[config.mk]
export PLATFORM = sky130hd
export DESIGN_NAME = ball_motion
export DESIGN_NICKNAME = d
export VERILOG_FILES = /design/src/rtl/ball_motion.sv
export SDC_FILE = /design/constraint.sdc
export NUM_CORES = 1
export LEC_CHECK = 0
export BUFFER_PORTS_ARGS = -buffer_cell sky130_fd_sc_hd__buf_2
export CELL_PAD_IN_SITES_DETAIL_PLACEMENT = 1
export CELL_PAD_IN_SITES_GLOBAL_PLACEMENT = 1
export CORE_MARGIN = 10
export CORE_UTILIZATION = 30
export CTS_CLUSTER_SIZE = 40
export DETAILED_ROUTE_END_ITERATION = 16
export PLACE_DENSITY_LB_ADDON = 0.1
export SETUP_SLACK_MARGIN = 0.1
export SLEW_MARGIN = 30
export SYNTH_ARGS = -nofsm -noshare
export SYNTH_HDL_FRONTEND = slang
export SYNTH_SLANG_ARGS = --single-unit
[constraint.sdc]
create_clock -name clock -period 3.5 [get_ports clock]
set_input_delay 0.525 -clock clock [delete_from_list [all_inputs] [get_ports clock]]
set_output_delay 0.525 -clock clock [all_outputs]
set_load 0.03 [all_outputs]
[src/rtl/ball_motion.sv]
// Ball position/direction controller for the Breakout playfield.
// Tracks the paddle while idle, moves STEP pixels per axis on each timer
// tick once launched, reflects off walls, paddle and brick-hit requests,
// and pulses ball_lost for one cycle when the ball drops past the paddle.
//
// Pulse semantics (no valid/ready handshake here): tick, launch,
// brick_hit_x and brick_hit_y are sampled on every rising clock edge and
// act in that cycle only. Brick hits seen between ticks are remembered in
// sticky pending flags and applied once, at the next tick.
module ball_motion #(
  parameter int unsigned SCREEN_W  = 640,
  parameter int unsigned SCREEN_H  = 480,
  parameter int unsigned BALL_SIZE = 8,
  parameter int unsigned PADDLE_Y  = 440,
  parameter int unsigned PADDLE_W  = 64,
  parameter int unsigned STEP      = 1
) (
  input  logic       clock,
  input  logic       reset,
  input  logic       tick,
  input  logic       launch,
  input  logic [9:0] paddle_x,
  input  logic       brick_hit_x,
  input  logic       brick_hit_y,
  output logic [9:0] ball_x,
  output logic [9:0] ball_y,
  output logic       dir_x,
  output logic       dir_y,
  output logic       moving,
  output logic       ball_lost,
  output logic [1:0] dbg_state
);

  typedef enum logic [1:0] {
    IDLE   = 2'd0,
    MOVING = 2'd1,
    LOST   = 2'd2
  } state_t;

  // All geometry is compared at 11 bits so sums near the screen edge cannot wrap.
  localparam logic [10:0] STEP11   = 11'(STEP);
  localparam logic [10:0] SIZE11   = 11'(BALL_SIZE);
  localparam logic [10:0] X_MAX    = 11'(SCREEN_W - BALL_SIZE);
  localparam logic [10:0] Y_MAX    = 11'(SCREEN_H - BALL_SIZE);
  localparam logic [10:0] PAD_Y    = 11'(PADDLE_Y);
  localparam logic [10:0] PAD_W    = 11'(PADDLE_W);
  localparam logic [10:0] REST_Y   = 11'(PADDLE_Y - BALL_SIZE);
  localparam logic [10:0] HALF_OFF = 11'(PADDLE_W / 2 - BALL_SIZE / 2);

  state_t state;
  logic   pending_x, pending_y;

  logic [10:0] x11, y11, px11;
  logic        eff_dx, eff_dy;
  logic [9:0]  nx, ny, track_x;
  logic        ndx, ndy, paddle_hit, miss;

  assign dbg_state = state;

  // Next position/direction for a tick in MOVING: flip first, then move.
  always_comb begin
    x11        = {1'b0, ball_x};
    y11        = {1'b0, ball_y};
    px11       = {1'b0, paddle_x};
    track_x    = 10'(px11 + HALF_OFF);
    eff_dx     = dir_x ^ (pending_x | brick_hit_x);
    eff_dy     = dir_y ^ (pending_y | brick_hit_y);
    nx         = ball_x;
    ny         = ball_y;
    ndx        = eff_dx;
    ndy        = eff_dy;
    paddle_hit = 1'b0;
    miss       = 1'b0;

    if (eff_dx) begin
      if (x11 + STEP11 >= X_MAX) begin
        nx  = 10'(X_MAX);
        ndx = 1'b0;
      end else begin
        nx = 10'(x11 + STEP11);
      end
    end else begin
      if (x11 <= STEP11) begin
        nx  = 10'd0;
        ndx = 1'b1;
      end else begin
        nx = 10'(x11 - STEP11);
      end
    end

    if (!eff_dy) begin
      if (y11 <= STEP11) begin
        ny  = 10'd0;
        ndy = 1'b1;
      end else begin
        ny = 10'(y11 - STEP11);
      end
    end else begin
      paddle_hit = (y11 + SIZE11 <= PAD_Y) &&
                   (y11 + STEP11 + SIZE11 >= PAD_Y) &&
                   (x11 + SIZE11 > px11) &&
                   (x11 < px11 + PAD_W);
      if (paddle_hit) begin
        ny  = 10'(REST_Y);
        ndy = 1'b0;
      end else if (y11 + STEP11 >= Y_MAX) begin
        ny   = 10'(Y_MAX);
        miss = 1'b1;
      end else begin
        ny = 10'(y11 + STEP11);
      end
    end
  end

  // State machine with registered outputs and sticky brick-hit flags.
  always_ff @(posedge clock or negedge reset) begin
    if (!reset) begin
      state     <= IDLE;
      ball_x    <= 10'd0;
      ball_y    <= 10'(REST_Y);
      dir_x     <= 1'b1;
      dir_y     <= 1'b0;
      moving    <= 1'b0;
      ball_lost <= 1'b0;
      pending_x <= 1'b0;
      pending_y <= 1'b0;
    end else begin
      case (state)
        IDLE: begin
          ball_x    <= track_x;
          ball_y    <= 10'(REST_Y);
          pending_x <= 1'b0;
          pending_y <= 1'b0;
          ball_lost <= 1'b0;
          if (launch) begin
            state  <= MOVING;
            dir_x  <= 1'b1;
            dir_y  <= 1'b0;
            moving <= 1'b1;
          end
        end
        MOVING: begin
          if (tick) begin
            ball_x    <= nx;
            ball_y    <= ny;
            dir_x     <= ndx;
            dir_y     <= ndy;
            pending_x <= 1'b0;
            pending_y <= 1'b0;
            if (miss) begin
              state     <= LOST;
              moving    <= 1'b0;
              ball_lost <= 1'b1;
            end
          end else begin
            pending_x <= pending_x | brick_hit_x;
            pending_y <= pending_y | brick_hit_y;
          end
        end
        LOST: begin
          state     <= IDLE;
          ball_lost <= 1'b0;
          moving    <= 1'b0;
        end
        default: begin
          state     <= IDLE;
          moving    <= 1'b0;
          ball_lost <= 1'b0;
        end
      endcase
    end
  end

endmodule

**After elaboration in Yosys (flattened, before gate mapping)**

Cells that the tools add are included.

- Bits in read-only memories: 0
- Bits in latches: 0
- Input bits: 16
- Memories: 0
- Bits in registers: 28
- Output and inout bits: 26
- RAM bits: 0

- Div/mod/pow operators: 0
- Add/sub/neg operators: 9
- Multiply operators: 0
- Muxes and demuxes: 40
- Eq/ne operators: 4
- Shift-type cells: 0
- Reduce and logical (&&, ||, !) cells: 9
- Magnitude comparators: 8
- Bitwise logic cells: 4

Operator list:

| kind | number |
|---|---|
| $mux 10 | 9 |
| $pmux 10 s2 | 2 |
| $add 10x1->11 const B | 2 |
| $add 10x4->11 const B | 2 |
| $ge 11x9->1 const B | 2 |
| $le 10x1->1 const B | 2 |
| $mux 1 | 20 |
| $sub 10x1->10 const B | 2 |
| $add 10x7->11 const B | 1 |
| $add 11x4->11 const B | 1 |
| $ge 11x10->1 const B | 1 |
| $gt 11x10->1 | 1 |
| $le 11x9->1 const B | 1 |
| $lt 10x11->1 | 1 |
| $add 10x5->10 const B | 1 |
| $pmux 1 s2 | 5 |
| $mux 2 | 3 |
| $ne 2x2->1 const B | 3 |
| $reduce_and 3->1 | 2 |
| $pmux 2 s2 | 1 |
| $reduce_and 2->1 | 2 |
| $logic_and 1x1->1 | 3 |
| $eq 2x1->1 const B | 1 |
| $logic_not 2->1 | 1 |
| 3 further kinds | 5 |

**Longest topological paths before layout**

- Depth in word-level cells: 11
- Gate-level depth with buffers: 14

**Worst setup path after synthesis**

Ideal clock, no wire load.

- Path type: flip-flop to flip-flop
- From: register ball_x[3]
- To: register dir_y
- Setup time: 0.122 ns
- Data arrival time: 3.109 ns
- Clock period less this slack: 3.231 ns
- Slack: 0.269 ns
- Path buffers: 1
- Cell stages (with the launch flop): 14
- Cells stage by stage: dfrtp_1 > ha_1 > nand3_1 > nor2_1 > xor2_1 > ha_1 > nand4_1 > o32ai_1 > a31o_2 > a2111o_1 > a31oi_4 > buf_6 > nand2_1 > a32o_1

- Cells in the longest elaborated chain, start to end: 8

RTL lines:

| item | RTL line | RTL |
|---|---|---|
| start, declared | 25 | `output logic [9:0] ball_x,` |
| start signal, assigned | 130 | `ball_x <= track_x;` |
| start signal, assigned | 144 | `ball_x <= nx;` |
| $add 10x4->11 | 101 | `(x11 + SIZE11 > px11) &&` |
| $gt 11x10->1 | 101 |  |
| $logic_and 1x1->1 | 100 | `(y11 + STEP11 + SIZE11 >= PAD_Y) &&` |
| $logic_and 1x1->1 * | 101 |  |
| $mux 1 * | 103 | `if (paddle_hit) begin` |
| $mux 1 * | 91 | `if (!eff_dy) begin` |
| $mux 1 * | 143 | `if (tick) begin` |
| $pmux 1 s2 * | 128 | `case (state)` |
| end signal, assigned | 147 | `dir_y <= ndy;` |
| end, declared | 28 | `output logic dir_y,` |

Every way passes the cells marked *; elsewhere a longest branch is shown, timed or not. The select of a mux whose other input is x is not followed.
A chain may end at the register's enable or synchronous reset.

**Worst setup path after layout**

- From: register ball_x[5]
- To: register ball_y[1]

- Cells in the longest elaborated chain, start to end: 8

RTL lines:

| item | RTL line | RTL |
|---|---|---|
| $add 10x4->11 | 101 |  |
| $gt 11x10->1 | 101 |  |
| $logic_and 1x1->1 | 100 |  |
| $logic_and 1x1->1 * | 101 |  |
| $mux 10 * | 103 |  |
| $mux 10 * | 91 |  |
| $mux 10 * | 143 |  |
| $pmux 10 s2 * | 128 |  |
| end signal, assigned | 120 | `ball_y <= 10'(REST_Y);` |
| end signal, assigned | 131 | `ball_y <= 10'(REST_Y);` |
| end signal, assigned | 145 | `ball_y <= ny;` |
| end, declared | 26 | `output logic [9:0] ball_y,` |

Marked as above.

==> Implementation_results.wiki <==
{| class="wikitable"
! Metric !! Value
|-
| Outcome || complete, no violations
|-
| Startpoint kind of the worst setup timing path || flip-flop
|-
| Hold slack || 0.281 ns
|-
| Area of the core region || 11300 um^2
|-
| Crit path required time || 3.66 ns
|-
| Final TNS setup || 0 ns
|-
| Number of top-level pins || 42
|-
| Logic gate share of total power || 73.4%
|-
| Worst hold path type || in -> async
|-
| Number of vias after detailed routing || 3572
|-
| Power Dens Cells || 973 nW/um^2
|-
| Worst clock skew || 0.00475 ns
|-
| Total of hold buffers inserted after clock tree synthesis || 0
|-
| Number of DRC markers after the initial detailed-route iteration || 199
|-
| Final worst path period share || 91.6%
|-
| Clock insertion delay at the later pin of the skew report || 0.27 ns
|-
| Mean Syn Cell Area || 7.79 um^2
|-
| Most frequent standard cell in the layout excluding fill and tap cells || nand2_1
|-
| Main area contributors after synthesis || dfrtp_1, ha_1, xnor2_1
|-
| Initial core utilization || 30.4%
|-
| Async SR Flop Fraction || 100%
|-
| Initial antenna violation count || 0
|-
| Mapped cell area || 3440 um^2
|-
| Global-route wire length before repair || 20.5 mm
|-
| Vias in the first global route || 3653
|-
| Number of enable flip-flop cells after synthesis || 0
|-
| Row count || 39
|-
| Drt drc || 0
|-
| Filler cells || 1413
|-
| Register share of total power || 19.3%
|-
| Global route total overflow || 0
|-
| Post-CTS clock slew at the launch and capture registers of the worst setup and hold paths || 0.08 ns
|-
| Number of hold violations in the final report || 0
|-
| Synth warnings || 0
|-
| Share of the synthesized area in the top cell type || 16.0%
|-
| HPWL after DPL || 9.80 mm
|-
| Maximum level of the CTS H-tree || 1
|-
| Overall power consumption || 3920 uW
|-
| DR pass1 iterations || 4
|-
| Placement-stage cell area || 3870 um^2
|-
| Area growth syn-to-layout || 17.0%
|-
| Number of unique standard cell types used by synthesis || 81
|-
| DIE WIDTH || 127 um
|-
| Final critical-path required period || 3.21 ns
|-
| Setup violations, final || 0
|-
| Highest-count cells in the layout ignoring fill and taps || nand2_1, buf_2, nor2_1
|-
| Port Buffer Count || 41
|-
| Total clock buffers created by CTS || 3
|-
| Worst max-slew margin expressed relative to the limit || 55.5%
|-
| Number of nets in the synthesized netlist || 492
|-
| Sequential area share after synthesis || 19.8%
|-
| Cell internal power dissipation || 1760 uW
|-
| Most used flip-flop cell after synthesis || dfrtp_1
|-
| Maximum number of pins on one net before global-route repair || 28
|-
| Number of synthesized register bits || 27
|-
| DRT Wirelength || 12.7 mm
|-
| RSZ-0062 raised after global routing || no
|-
| Peak supply drop || 402 uV
|-
| Total of max-cap violations || 0
|-
| CTS tree || yes
|-
| Net count of the finished layout || 548
|-
| Overall routing resource usage || 15.2%
|-
| Switching power || 2160 uW
|-
| Worst Path Arrival || 3.37 ns
|-
| RD Place Congestion || 0.853
|-
| Vertical die dimension || 127 um
|-
| Post-DRT Antenna Nets || 0
|-
| Net switching share of the total power || 55.0%
|-
| Layout cell share with drive strength beyond 1 || 22.3%
|-
| Portion of total power attributed to the clock network || 7.4%
|-
| CTS Root Buffer Type || clkbuf_16
|-
| Worst-margin pin slew || 0.661 ns
|-
| Vias per cell || 5.58
|-
| Post-synthesis cell count || 442
|-
| Antenna diode count || 0
|-
| Largest fanout of any net on the critical path || 6
|-
| Maximum root-to-sink buffer count || 2
|-
| Dominant cell type by area after synthesis || dfrtp_1
|-
| Clock sink count || 27
|-
| Final Cell Area || 4030 um^2
|-
| Number of slew-limit violations in the final report || 0
|-
| Standby leakage power || 0.00177 uW
|-
| Average detailed-routed wire length per instance || 19.9 um
|-
| CP Capture Type || flip-flop
|-
| Category of the most critical setup path || reg -> reg
|-
| Highest achievable clock rate || 312 MHz
|-
| Die area || 16200 um^2
|}
## routing by layer
layer | track usage [%] | vias to the layer above | share of wire, %
li1 | - | 1735 | -
met1 | 22.9 | 1774 | 52
met2 | 22.6 | 53 | 43
met3 | 1.90 | 10 | 3.8
met4 | 3.08 | 0 | 0.92
met5 | 0 | - | 0
## final timing paths
path / startpoint / end / slack [ns] / cells past startpoint
max: ball_x[5] / ball_y[1] / 0.29 / 12
min: reset / ball_x[3] / 0.28 / 1
max reg2reg: ball_x[5] / ball_y[1] / 0.29 / 12
min reg2reg: ball_lost / ball_lost / 0.50 / 1
max in group asynchronous: reset / ball_y[3] / 2.74 / 1
min in group clock: ball_lost / ball_lost / 0.50 / 1
## cell usage after synthesis (5+ instances only)
master and n:
o31ai_1 5, nand3_1 14, buf_4 5, nor2_1 38, dfstp_2 5, a21oi_1 30, xor2_1 12, clkbuf_1 9
a211oi_1 7, nor3_1 17, dfrtp_1 22, o21a_1 6, xnor2_1 23, nand2_1 48, inv_1 28, a21o_1 5
o21ai_0 24, ha_1 34
## timing repair
item	4_1_cts	5_1_grt
resized for setup	0	9
setup buffers	0	4
setup endpoints to repair	0	12
endpoints found under the hold margin	0	0
## kinds of logic after synthesis
group                      after synthesis  share of synthesized area, %
AOI/OAI and AO/OA                      135                          27.6
DFF                                     27                          19.8
xor gates and xnor gates                35                          8.91
buffers and inverters                   52                          8.07
muxes                                    2                         0.582
adders and majority gates               34                          12.4
and+or+nand+nor                        157                          22.6
## sequential cells by signal (all words and copies together), names as in the netlist
register   flops
ball_x        10
ball_y        10
ball_lost      1
dbg_state      1
dir_x          1
dir_y          1
moving         1
pending_x      1
pending_y      1
## power by group through the flow
| stage | Sequential (uW) | Clock (uW) | Combinational [uW] |
|---|---|---|---|
| after detailed placement | 758 | 0 | 2780 |
| after floorplan | 865 | 0 | 1830 |
| after global routing | 793 | 313 | 3190 |
| after global placement | 748 | 0 | 2770 |
| final | 755 | 289 | 2870 |
| after CTS | 753 | 297 | 2800 |
## critical path, stage by stage (launching register included)
cell and delay (ns):
dfrtp_1 0.50, nand3_1 0.24, nor2_1 0.19, xor2_1 0.09, ha_1 0.32, o21a_1 0.13
o21a_1 0.11, o32ai_1 0.08, a31o_2 0.23, a2111o_1 0.47, a31oi_4 0.32, nor3_1 0.13
a221o_1 0.30
## layout make-up
type,count,area (um^2),share of cell area [%]
multi-input combinational,364,2530,62.7
tap,143,179,4.44
timing repair buffer,73,445,11.1
inverter,29,109,2.70
clock inverter,1,8.76,0.217
sequential,27,686,17.0
clock buffer,3,75.1,1.86
## per-stage QoR
stage	setup WS, ns	utilization (%)	instances
after floorplan	0.269	-	442
final	0.294	35.6	640
after global routing	0.0897	35.6	640
after detailed placement	0.158	34.2	631
after global placement	0.279	34.2	631
after CTS	0.139	34.9	635
Power figures use the tool's default switching activity.
